$ cat config.mk
export PLATFORM = sky130hd
export DESIGN_NAME = vga_receiver_flat
export DESIGN_NICKNAME = d
export VERILOG_FILES = /design/src/rtl/vga_receiver_if.sv /design/src/rtl/vga_receiver.sv /design/src/flat_wrapper.sv
export SDC_FILE = /design/constraint.sdc
export NUM_CORES = 1
export LEC_CHECK = 0
export CORE_MARGIN = 4
export CORE_UTILIZATION = 40
export DETAILED_ROUTE_END_ITERATION = 12
export PLACE_DENSITY_LB_ADDON = 0.25
export SETUP_SLACK_MARGIN = 0.2
export SLEW_MARGIN = 20
export SYNTH_ARGS = -nofsm -noshare
export SYNTH_HDL_FRONTEND = slang
export SYNTH_SLANG_ARGS = --single-unit
$ cat constraint.sdc
create_clock -name clock_i -period 4.56 [get_ports clock_i]
set_input_delay 1.14 -clock clock_i [delete_from_list [all_inputs] [get_ports clock_i]]
set_output_delay 1.14 -clock clock_i [all_outputs]
set_load 0.05 [all_outputs]
$ cat src/rtl/vga_receiver_if.sv
`default_nettype none
// vga_receiver_if -- VGA pin bus (transmitter side) and recovered pixel bus (receiver side).
// master drives the VGA pins and observes pixels; slave is the receiver.
interface vga_receiver_if;
  logic        vga_horizontal_sync_i;
  logic        vga_vertical_sync_i;
  logic [7:0]  vga_red_i;
  logic [7:0]  vga_green_i;
  logic [7:0]  vga_blue_i;
  logic [9:0]  pixel_x_o;
  logic [9:0]  pixel_y_o;
  logic [7:0]  pixel_red_o;
  logic [7:0]  pixel_green_o;
  logic [7:0]  pixel_blue_o;
  logic        pixel_valid_o;
  logic        frame_start_o;
  logic        locked_o;
  logic [7:0]  error_count_o;
  logic [15:0] frame_crc_o;

  modport master (
    output vga_horizontal_sync_i, vga_vertical_sync_i, vga_red_i, vga_green_i, vga_blue_i,
    input  pixel_x_o, pixel_y_o, pixel_red_o, pixel_green_o, pixel_blue_o,
    input  pixel_valid_o, frame_start_o, locked_o, error_count_o, frame_crc_o
  );

  modport slave (
    input  vga_horizontal_sync_i, vga_vertical_sync_i, vga_red_i, vga_green_i, vga_blue_i,
    output pixel_x_o, pixel_y_o, pixel_red_o, pixel_green_o, pixel_blue_o,
    output pixel_valid_o, frame_start_o, locked_o, error_count_o, frame_crc_o
  );
endinterface

`default_nettype wire

$ cat src/rtl/vga_receiver.sv
`default_nettype none
// ======================================================================================
// vga_receiver -- VGA sink: rebuilds pixel coordinates, checks line/frame timing, tracks lock.
// Optional CRC-16-CCITT frame signature under VGA_RECEIVER_CRC_EN.          Rev 1.0
// ======================================================================================
module vga_receiver #(
  parameter int H_SYNC_CYCLES       = 96,
  parameter int H_BACK_PORCH_CYCLES = 48,
  parameter int H_ACTIVE_CYCLES     = 640,
  parameter int H_TOTAL_CYCLES      = 800,
  parameter int V_SYNC_LINES        = 2,
  parameter int V_BACK_PORCH_LINES  = 33,
  parameter int V_ACTIVE_LINES      = 480,
  parameter int V_TOTAL_LINES       = 525,
  parameter int LOCK_FRAMES         = 2
) (
  input  wire logic clock_i,
  input  wire logic reset_n_i,
  vga_receiver_if.slave bus
);

  localparam logic [9:0] H_ACT_START = 10'(H_SYNC_CYCLES + H_BACK_PORCH_CYCLES);
  localparam logic [9:0] H_ACT_END   = 10'(H_SYNC_CYCLES + H_BACK_PORCH_CYCLES + H_ACTIVE_CYCLES);
  localparam logic [9:0] V_ACT_START = 10'(V_SYNC_LINES + V_BACK_PORCH_LINES);
  localparam logic [9:0] V_ACT_END   = 10'(V_SYNC_LINES + V_BACK_PORCH_LINES + V_ACTIVE_LINES);
  localparam logic [9:0] H_LAST      = 10'(H_TOTAL_CYCLES - 1);
  localparam logic [9:0] V_LAST      = 10'(V_TOTAL_LINES - 1);
  localparam logic [9:0] CNT_MAX     = 10'd1023;
  localparam logic [7:0] LOCK_N      = 8'(LOCK_FRAMES);

  typedef enum logic [1:0] {SEARCH = 2'd0, TRACK = 2'd1, LOCKED = 2'd2} state_t;

  logic       hs_s1, vs_s1, hs_s1_d, vs_s1_d;
  logic [7:0] red_s1, green_s1, blue_s1;
  logic       hfall, vfall;
  logic [9:0] h_count, v_count, h_next, v_next;
  logic       sat_flag, bad_seen;
  logic       sat_evt, line_bad, frame_bad, err_evt;
  state_t     state;
  logic [7:0] good_frames;
  logic       lock_gain, lock_next, active, valid_next;

  logic [9:0] pixel_x, pixel_y;
  logic [7:0] pixel_red, pixel_green, pixel_blue;
  logic       pixel_valid, frame_start, locked;
  logic [7:0] error_count;

  // Sync registers reset to the idle (high) level so a low pin after reset reads as an edge.
  always_ff @(posedge clock_i or negedge reset_n_i) begin
    if (!reset_n_i) begin
      hs_s1    <= 1'b1;
      vs_s1    <= 1'b1;
      hs_s1_d  <= 1'b1;
      vs_s1_d  <= 1'b1;
      red_s1   <= 8'd0;
      green_s1 <= 8'd0;
      blue_s1  <= 8'd0;
    end else begin
      hs_s1    <= bus.vga_horizontal_sync_i;
      vs_s1    <= bus.vga_vertical_sync_i;
      hs_s1_d  <= hs_s1;
      vs_s1_d  <= vs_s1;
      red_s1   <= bus.vga_red_i;
      green_s1 <= bus.vga_green_i;
      blue_s1  <= bus.vga_blue_i;
    end
  end

  assign hfall = hs_s1_d & ~hs_s1;
  assign vfall = vs_s1_d & ~vs_s1;

  always_comb begin
    h_next = hfall ? 10'd0 : ((h_count == CNT_MAX) ? h_count : h_count + 10'd1);
    v_next = v_count;
    if (vfall)
      v_next = 10'd0;
    else if (hfall && (v_count != CNT_MAX))
      v_next = v_count + 10'd1;
  end

  // A runaway line is reported once, then suppressed until the next hsync edge.
  assign sat_evt   = !hfall && (h_count == CNT_MAX) && !sat_flag;
  assign line_bad  = (hfall && (h_count != H_LAST)) || sat_evt;
  assign frame_bad = vfall && ((v_count != V_LAST) || bad_seen || line_bad);
  assign err_evt   = line_bad || frame_bad;

  assign lock_gain  = (state == TRACK) && !err_evt && vfall && ((good_frames + 8'd1) >= LOCK_N);
  assign lock_next  = ((state == LOCKED) && !err_evt) || lock_gain;
  assign active     = (h_next >= H_ACT_START) && (h_next < H_ACT_END) &&
                      (v_next >= V_ACT_START) && (v_next < V_ACT_END);
  assign valid_next = active && lock_next;

  always_ff @(posedge clock_i or negedge reset_n_i) begin
    if (!reset_n_i) begin
      h_count  <= 10'd0;
      v_count  <= 10'd0;
      sat_flag <= 1'b0;
      bad_seen <= 1'b0;
    end else begin
      h_count <= h_next;
      v_count <= v_next;
      if (hfall)
        sat_flag <= 1'b0;
      else if (sat_evt)
        sat_flag <= 1'b1;
      if (vfall)
        bad_seen <= 1'b0;
      else if (line_bad)
        bad_seen <= 1'b1;
    end
  end

  always_ff @(posedge clock_i or negedge reset_n_i) begin
    if (!reset_n_i) begin
      state       <= SEARCH;
      good_frames <= 8'd0;
      locked      <= 1'b0;
      error_count <= 8'd0;
    end else begin
      locked <= lock_next;
      // Coincident line and frame failures form one event, hence one increment.
      if (err_evt && (state != SEARCH) && (error_count != 8'hFF))
        error_count <= error_count + 8'd1;
      case (state)
        SEARCH: begin
          if (vfall) begin
            state       <= TRACK;
            good_frames <= 8'd0;
          end
        end
        TRACK: begin
          if (err_evt)
            state <= SEARCH;
          else if (lock_gain)
            state <= LOCKED;
          else if (vfall)
            good_frames <= good_frames + 8'd1;
        end
        LOCKED: begin
          if (err_evt)
            state <= SEARCH;
        end
        default: state <= SEARCH;
      endcase
    end
  end

  always_ff @(posedge clock_i or negedge reset_n_i) begin
    if (!reset_n_i) begin
      pixel_x     <= 10'd0;
      pixel_y     <= 10'd0;
      pixel_red   <= 8'd0;
      pixel_green <= 8'd0;
      pixel_blue  <= 8'd0;
      pixel_valid <= 1'b0;
      frame_start <= 1'b0;
    end else begin
      pixel_valid <= valid_next;
      frame_start <= valid_next && (h_next == H_ACT_START) && (v_next == V_ACT_START);
      pixel_x     <= valid_next ? (h_next - H_ACT_START) : 10'd0;
      pixel_y     <= valid_next ? (v_next - V_ACT_START) : 10'd0;
      pixel_red   <= valid_next ? red_s1   : 8'd0;
      pixel_green <= valid_next ? green_s1 : 8'd0;
      pixel_blue  <= valid_next ? blue_s1  : 8'd0;
    end
  end

`ifdef VGA_RECEIVER_CRC_EN
  logic [15:0] crc, frame_crc;

  function automatic logic [15:0] crc16_24(input logic [15:0] c_in, input logic [23:0] d);
    logic [15:0] c;
    logic        fb;
    c = c_in;
    for (int i = 23; i >= 0; i--) begin
      fb = c[15] ^ d[i];
      c  = {c[14:0], 1'b0} ^ (fb ? 16'h1021 : 16'h0000);
    end
    return c;
  endfunction

  always_ff @(posedge clock_i or negedge reset_n_i) begin
    if (!reset_n_i) begin
      crc       <= 16'hFFFF;
      frame_crc <= 16'h0000;
    end else if (vfall) begin
      frame_crc <= crc;
      crc       <= 16'hFFFF;
    end else if (valid_next) begin
      crc <= crc16_24(crc, {red_s1, green_s1, blue_s1});
    end
  end

  assign bus.frame_crc_o = frame_crc;
`else
  assign bus.frame_crc_o = 16'h0000;
`endif

  assign bus.pixel_x_o     = pixel_x;
  assign bus.pixel_y_o     = pixel_y;
  assign bus.pixel_red_o   = pixel_red;
  assign bus.pixel_green_o = pixel_green;
  assign bus.pixel_blue_o  = pixel_blue;
  assign bus.pixel_valid_o = pixel_valid;
  assign bus.frame_start_o = frame_start;
  assign bus.locked_o      = locked;
  assign bus.error_count_o = error_count;

endmodule

`default_nettype wire

$ cat src/flat_wrapper.sv
// flat-port wrapper written by rule: the top's interface ports become plain ports
module vga_receiver_flat 
#(
  parameter int H_SYNC_CYCLES       = 96,
  parameter int H_BACK_PORCH_CYCLES = 48,
  parameter int H_ACTIVE_CYCLES     = 640,
  parameter int H_TOTAL_CYCLES      = 800,
  parameter int V_SYNC_LINES        = 2,
  parameter int V_BACK_PORCH_LINES  = 33,
  parameter int V_ACTIVE_LINES      = 480,
  parameter int V_TOTAL_LINES       = 525,
  parameter int LOCK_FRAMES         = 2
)
  (clock_i, reset_n_i, bus_vga_horizontal_sync_i, bus_vga_vertical_sync_i, bus_vga_red_i, bus_vga_green_i, bus_vga_blue_i, bus_pixel_x_o, bus_pixel_y_o, bus_pixel_red_o, bus_pixel_green_o, bus_pixel_blue_o, bus_pixel_valid_o, bus_frame_start_o, bus_locked_o, bus_error_count_o, bus_frame_crc_o);
  vga_receiver_if bus_i ();
  input  wire logic clock_i;
  input  wire logic reset_n_i;
  input wire logic [$bits(bus_i.vga_horizontal_sync_i)-1:0] bus_vga_horizontal_sync_i;
  input wire logic [$bits(bus_i.vga_vertical_sync_i)-1:0] bus_vga_vertical_sync_i;
  input wire logic [$bits(bus_i.vga_red_i)-1:0] bus_vga_red_i;
  input wire logic [$bits(bus_i.vga_green_i)-1:0] bus_vga_green_i;
  input wire logic [$bits(bus_i.vga_blue_i)-1:0] bus_vga_blue_i;
  output wire logic [$bits(bus_i.pixel_x_o)-1:0] bus_pixel_x_o;
  output wire logic [$bits(bus_i.pixel_y_o)-1:0] bus_pixel_y_o;
  output wire logic [$bits(bus_i.pixel_red_o)-1:0] bus_pixel_red_o;
  output wire logic [$bits(bus_i.pixel_green_o)-1:0] bus_pixel_green_o;
  output wire logic [$bits(bus_i.pixel_blue_o)-1:0] bus_pixel_blue_o;
  output wire logic [$bits(bus_i.pixel_valid_o)-1:0] bus_pixel_valid_o;
  output wire logic [$bits(bus_i.frame_start_o)-1:0] bus_frame_start_o;
  output wire logic [$bits(bus_i.locked_o)-1:0] bus_locked_o;
  output wire logic [$bits(bus_i.error_count_o)-1:0] bus_error_count_o;
  output wire logic [$bits(bus_i.frame_crc_o)-1:0] bus_frame_crc_o;
  assign bus_i.vga_horizontal_sync_i = bus_vga_horizontal_sync_i;
  assign bus_i.vga_vertical_sync_i = bus_vga_vertical_sync_i;
  assign bus_i.vga_red_i = bus_vga_red_i;
  assign bus_i.vga_green_i = bus_vga_green_i;
  assign bus_i.vga_blue_i = bus_vga_blue_i;
  assign bus_pixel_x_o = bus_i.pixel_x_o;
  assign bus_pixel_y_o = bus_i.pixel_y_o;
  assign bus_pixel_red_o = bus_i.pixel_red_o;
  assign bus_pixel_green_o = bus_i.pixel_green_o;
  assign bus_pixel_blue_o = bus_i.pixel_blue_o;
  assign bus_pixel_valid_o = bus_i.pixel_valid_o;
  assign bus_frame_start_o = bus_i.frame_start_o;
  assign bus_locked_o = bus_i.locked_o;
  assign bus_error_count_o = bus_i.error_count_o;
  assign bus_frame_crc_o = bus_i.frame_crc_o;
  vga_receiver #(.H_SYNC_CYCLES(H_SYNC_CYCLES), .H_BACK_PORCH_CYCLES(H_BACK_PORCH_CYCLES), .H_ACTIVE_CYCLES(H_ACTIVE_CYCLES), .H_TOTAL_CYCLES(H_TOTAL_CYCLES), .V_SYNC_LINES(V_SYNC_LINES), .V_BACK_PORCH_LINES(V_BACK_PORCH_LINES), .V_ACTIVE_LINES(V_ACTIVE_LINES), .V_TOTAL_LINES(V_TOTAL_LINES), .LOCK_FRAMES(LOCK_FRAMES)) u_core (.clock_i(clock_i), .reset_n_i(reset_n_i), .bus(bus_i));
endmodule
-- After elaboration in Yosys (flattened, before gate mapping)
Cells that the tools add are included.
- bits in registers: 115
- bits of input ports: 28
- word-level logic and storage cells: 107
- output and inout bits: 71
- magnitude comparators: 5
- equal/unequal tests: 15
- add/subtract/negate cells: 6
- mux-type cells: 23
- reduce and logical (&&, ||, !) cells: 32
- bitwise logic cells: 4
- operator list (cell ; number):
    10-bit 2-to-1 mux ; 6
    8-bit 2-to-1 mux ; 7
    10-bit inequality test, second input constant ; 3
    10-bit by 1-bit adder with 10-bit output, second input constant ; 2
    10-bit < comparator, second input constant ; 2
    1-bit logical AND ; 17
    8-bit by 1-bit adder with 8-bit output, second input constant ; 2
    8-bit case mux with 2 select lines ; 1
    10-bit equality test, second input constant ; 1
    10-bit by 6-bit equality test with 1-bit output, second input constant ; 1
    10-bit by 8-bit equality test with 1-bit output, second input constant ; 1
    10-bit by 6-bit greater-or-equal comparator with 1-bit output, second input constant ; 1
    10-bit by 8-bit greater-or-equal comparator with 1-bit output, second input constant ; 1
    10-bit by 6-bit subtractor with 10-bit output, second input constant ; 1
    10-bit by 8-bit subtractor with 10-bit output, second input constant ; 1
    8-bit by 2-bit greater-or-equal comparator with 1-bit output, second input constant ; 1
    2-bit 2-to-1 mux ; 4
    8-bit inequality test, second input constant ; 1
    2-bit nonzero test ; 4
    2-bit by 1-bit inequality test with 1-bit output, second input constant ; 3
    2-bit case mux with 3 select lines ; 1
    1-bit logical OR ; 5
    5-bit AND reduction ; 1
    1-bit 2-to-1 mux ; 4
    9 further kinds ; 14

-- Depth between registers and ports, before layout
- depth in word-level cells: 17
- depth in mapped cells: 14
- mapped depth without buffers: 13

-- Worst setup path after synthesis
Ideal clock, no wire load.
- kind: register -> register
- start: register u_core.v_count[0]
- end: register u_core.pixel_red[4], in the netlist u_core.bus.pixel_red_o[4]
- setup slack: 1600 ps
- arrival: 2841 ps
- data required time: 4441 ps
- period minus slack after synthesis: 2960 ps
- setup time: 119 ps
- buffers on the path: 2
- stages on the path, launching flop included: 15
- cells stage by stage: dfrtp_1 > ha_1 > and3_1 > buf_2 > a31oi_1 > nor2_1 > a21oi_1 > nor2_1 > ha_1 > nor4_1 > o211ai_1 > nand4_4 > inv_2 > buf_6 > and2_1
- elaborated cells between the ends (all ways): 22
- classes of those cells: add/sub: 1; order compare: 2; eq/ne: 2; mux: 3; reduce/logical: 14
- RTL lines (element ; line ; source):
    start: declaration ; vga_receiver.sv:36 ; logic [9:0] h_count, v_count, h_next, v_next;
    start signal: assignment ; vga_receiver.sv:101 ; v_count <= v_next;
    parallel branches: the longest is 2 deep, another holds 10-bit by 1-bit adder with 10-bit output ; - ;
    10-bit 2-to-1 mux * ; vga_receiver.sv:77 ; else if (hfall && (v_count != CNT_MAX))
    10-bit 2-to-1 mux * ; vga_receiver.sv:75 ; if (vfall)
    via u_core.v_next[1] ; vga_receiver.sv:36 ;
    10-bit by 6-bit greater-or-equal comparator with 1-bit output ; vga_receiver.sv:90 ; (v_next >= V_ACT_START) && (v_next < V_ACT_END);
    1-bit logical AND ; vga_receiver.sv:89 ; assign active = (h_next >= H_ACT_START) && (h_next < H_ACT_END) &&
    1-bit logical AND * ; vga_receiver.sv:90 ;
    1-bit logical AND * ; vga_receiver.sv:91 ; assign valid_next = active && lock_next;
    via u_core.valid_next ; vga_receiver.sv:41 ; logic lock_gain, lock_next, active, valid_next;
    8-bit 2-to-1 mux * ; vga_receiver.sv:162 ; pixel_red <= valid_next ? red_s1 : 8'd0;
    end signal: assignment ; vga_receiver.sv:162 ;
    end: declaration ; vga_receiver.sv:44 ; logic [7:0] pixel_red, pixel_green, pixel_blue;
Mark *: on every way through the listed nets, which the timed path passes.
A chain may end at the register's enable or synchronous reset.

-- Worst setup path in the final report
- start: register u_core.h_count[1]
- end: register u_core.pixel_green[0], in the netlist u_core.bus.pixel_green_o[0]
- longest elaborated chain between the ends: 14
- elaborated cells between the ends (all ways): 25
- classes of those cells: add/sub: 1; order compare: 2; eq/ne: 2; mux: 3; reduce/logical: 17
- RTL lines (element ; line ; source):
    start: declaration ; vga_receiver.sv:36 ;
    start signal: assignment ; vga_receiver.sv:100 ; h_count <= h_next;
    parallel branches: the longest is 12 deep, another holds 10-bit by 1-bit adder with 10-bit output ; - ;
    1-bit logical AND * ; vga_receiver.sv:91 ;
    8-bit 2-to-1 mux * ; vga_receiver.sv:163 ; pixel_green <= valid_next ? green_s1 : 8'd0;
    end signal: assignment ; vga_receiver.sv:163 ;
    end: declaration ; vga_receiver.sv:44 ;
Mark *: on every way between the ends.

==> summary.md <==
| Metric | Value |
|---|---|
| Synth Area per Inst | 11.5 um2 |
| DR WL/cell | 14.9 um |
| Multi-input logic area | 1850 um2 |
| # clock sinks | ~120 |
| Main synth FF type | dfrtp_1 |
| Die width | 119 um |
| Synth Warn # | 0 |
| Count of flip-flops with a built-in enable after synthesis | 0 |
| Largest net degree at the start of global routing | 41 |
| Synthesized area | 4940 um2 |
| Vias in the first global route | 3439 |
| Max IR drop VDD | 0.000425 V |
| Leakage | 0.00298 uW |
| Register area share after synthesis | 58.4% |
| Fin area | 6520 um2 |
| Synth top cells by count | dfrtp_1, and2_1, nor2_1 |
| Most common cell in the synthesized netlist | dfrtp_1 |
| Final Core Density | a little over half |
| Share of cells above drive strength 1 | 11.8% |
| Final Hold Viols | 0 |
| Detailed Route Iter0 Violations | 270 |
| Finish-stage setup viols | 0 |
| Largest cells by area after synthesis | dfrtp_1, and2_1, nor2_1, buf_4, ha_1 |
| Fmax | ~270 MHz |
| DR vias/cell | about 5.0 |
| Cell Pwr Density | between 400 and 500 nW/um2 |
| Die footprint | approximately 14000 um2 |
| Routed wire length | 10400 um |
| Outcome | finished clean |
| PostCTS Resize Cnt | 0 |
| Hpwl dp | 7510 um |
| Nets@finish | 556 |
| Setup tns final | 0 ps |
| Initial Util | 40.9% |
| CTS Hold Bufs | 0 |
| Worst path required time | 4900 ps |
| R2r startpoint | u_core.h_count[1] |
| R2R depth | 12 |
| CTS HTree Levels | 4 |
| Clock root cell | clkbuf_16 |
| Vias | 3489 |
| Placer Congestion | 0.900 |
| Cell taking the most area after synthesis | dfrtp_1 |
| Hold_sp | u_core.vs_s1 |
| Die span in y | 119 um |
| HP Class | flop to flop |
| Reg-to-reg endpoint | u_core.bus.pixel_green_o[0] |
| Worst Clk Skew | 11.4 ps |
| Post-CTS setup buffers | 0 |
| RSZ-0062 raised after global routing | no |
| Post-synthesis register bit count | roughly 120 |
| Cells after synthesis | 430 |
| Detailed Routing Iterations Pass 1 | 4 |
| Endpoint, Worst Hold | u_core.vs_s1_d |
| Minimum clock period | 3760 ps |
| Total track usage | 15.6% |
| Worst slew pin tran | around 680 ps |
| CP endpoint kind | flop |
| Crit path DAT | a little over 4000 ps |
| Routed Antenna Nets | 0 |
| Port Buffers | between 80 and 90 |
| Min setup slack post-route | approximately 800 ps |
| Critical path type | flop to flop |
| Crit. Startpoint | u_core.h_count[1] |
| Asr flop ratio synth | 100% |
| Hold depth | 0 |
| Number of max-cap violations | 0 |
| Congestion Overflow GR | 0 |
| # diodes | 0 |
| Yosys cell types | 59 |
| Clock latency on the worst-skew pair | 410 ps |
| Slew Viols, Final | 0 |
| Placed instance area | between 5000 and 6000 um2 |
| Area Overhead vs Synth | 32.0% |
| Dpl ws | around 820 ps |
| Num CTS Buffers | 17 |
| Core Area | 12100 um2 |
| First-pass GRT wire length | 17500 um |
| CTS tree | yes |
| Antenna violations before repair | 0 |
| Sequential standard cell area | about 2900 um2 |
| Flop2flop setup slack | between 800 and 900 ps |
| Clock-pin slew on the worst setup and hold paths | 50 ps |
| Fin crit share | 82.4% |
| Critical path startpoint category | flop |
| Final total power | 2990 uW |
| Post-synth top area share | a little under three fifths |
| Top Ports | 99 |
| Bufs on Longest Clock Path | 2 |
| Filler cells | 1032 |
| Crit-path max FO | 31 |
| Slew headroom | 54.2% |
| DRC viols | 0 |
| Rows | 40 |
## flip-flops by register name, indices dropped and copies added, names as in the netlist, 10 cells and up
name,flops
u_core.bus.pixel_y_o,10
u_core.v_count,10
u_core.h_count,10
u_core.bus.pixel_x_o,10
## per-layer routing
metal	track usage [%]	wire, um	vias up
li1	-	-	1648
met4	7.68	203	0
met5	0	0	-
met1	19.4	4430	1707
met3	4.56	638	17
met2	24.9	5170	117
## worst max path at each step
stage / depth (start not counted) / to / slack, ps
3_3_place_gp: 12 / u_core.bus.pixel_y_o[4] / 720
3_5_place_dp: 12 / u_core.bus.pixel_x_o[1] / 820
4_1_cts: 12 / u_core.bus.pixel_x_o[0] / 780
5_1_grt: 12 / u_core.bus.pixel_x_o[1] / 350
6_report: 12 / u_core.bus.pixel_green_o[0] / 800
2_1_floorplan: 14 / u_core.bus.pixel_red_o[4] / 1600
## critical path, cell delays in order, from the launching register on
cell and delay [ps]:
dfrtp_1 440, ha_1 250, nand3_1 240, o311ai_0 490, xor2_1 230, or2_2 170
ha_1 130, o21ai_0 70, nor4b_1 560, o311a_2 300, nand4_4 210, inv_2 390
and2_1 190
## metrics by stage
step,instances,hold slack [ps]
6_report,700,372
5_1_grt,700,376
4_1_cts,700,374
3_5_place_dp,668,366
3_3_place_gp,668,363
2_1_floorplan,445,358
## layout make-up
cell class              instances  share of cell area, %
clock inverters                12                   3.09
clock buffers                  20                   7.16
repair buffers                 87                   13.1
inverters                      14                  0.806
multi-input cells             284                   28.4
flip-flops and latches        115                   44.2
well taps                     168                   3.23
## where the power goes
part           leakage, uW  switching [uW]  internal (uW)
Sequential         0.00152            72.6           1080
Clock             0.000323             463           1010
Combinational      0.00114             228            132
Total              0.00298             764           2230
## logic make-up (layout without fill, tap and decap cells)
logic type	Yosys count	count (layout)	synth area share (%)
simple gates	168	168	19.8
flops	115	115	58.4
compound gates	67	67	9.60
buf+inv	46	133	5.35
xor+xnor	18	18	3.19
fa+ha+maj	9	9	2.28
mux	6	6	1.34
other cells	1	16	0.0759
## cell usage in the layout, fill, tap and decap left out, types with 13 or more instances in the layout
| cell | n |
|---|---|
| dfrtp_1 | 111 |
| and2_1 | 37 |
| conb_1 | 16 |
| a21oi_1 | 19 |
| nand2_1 | 20 |
| clkbuf_16 | 17 |
| inv_1 | 13 |
| nor2_1 | 37 |
| clkdlybuf4s50_1 | 81 |
(Power assumes the default switching activity.)
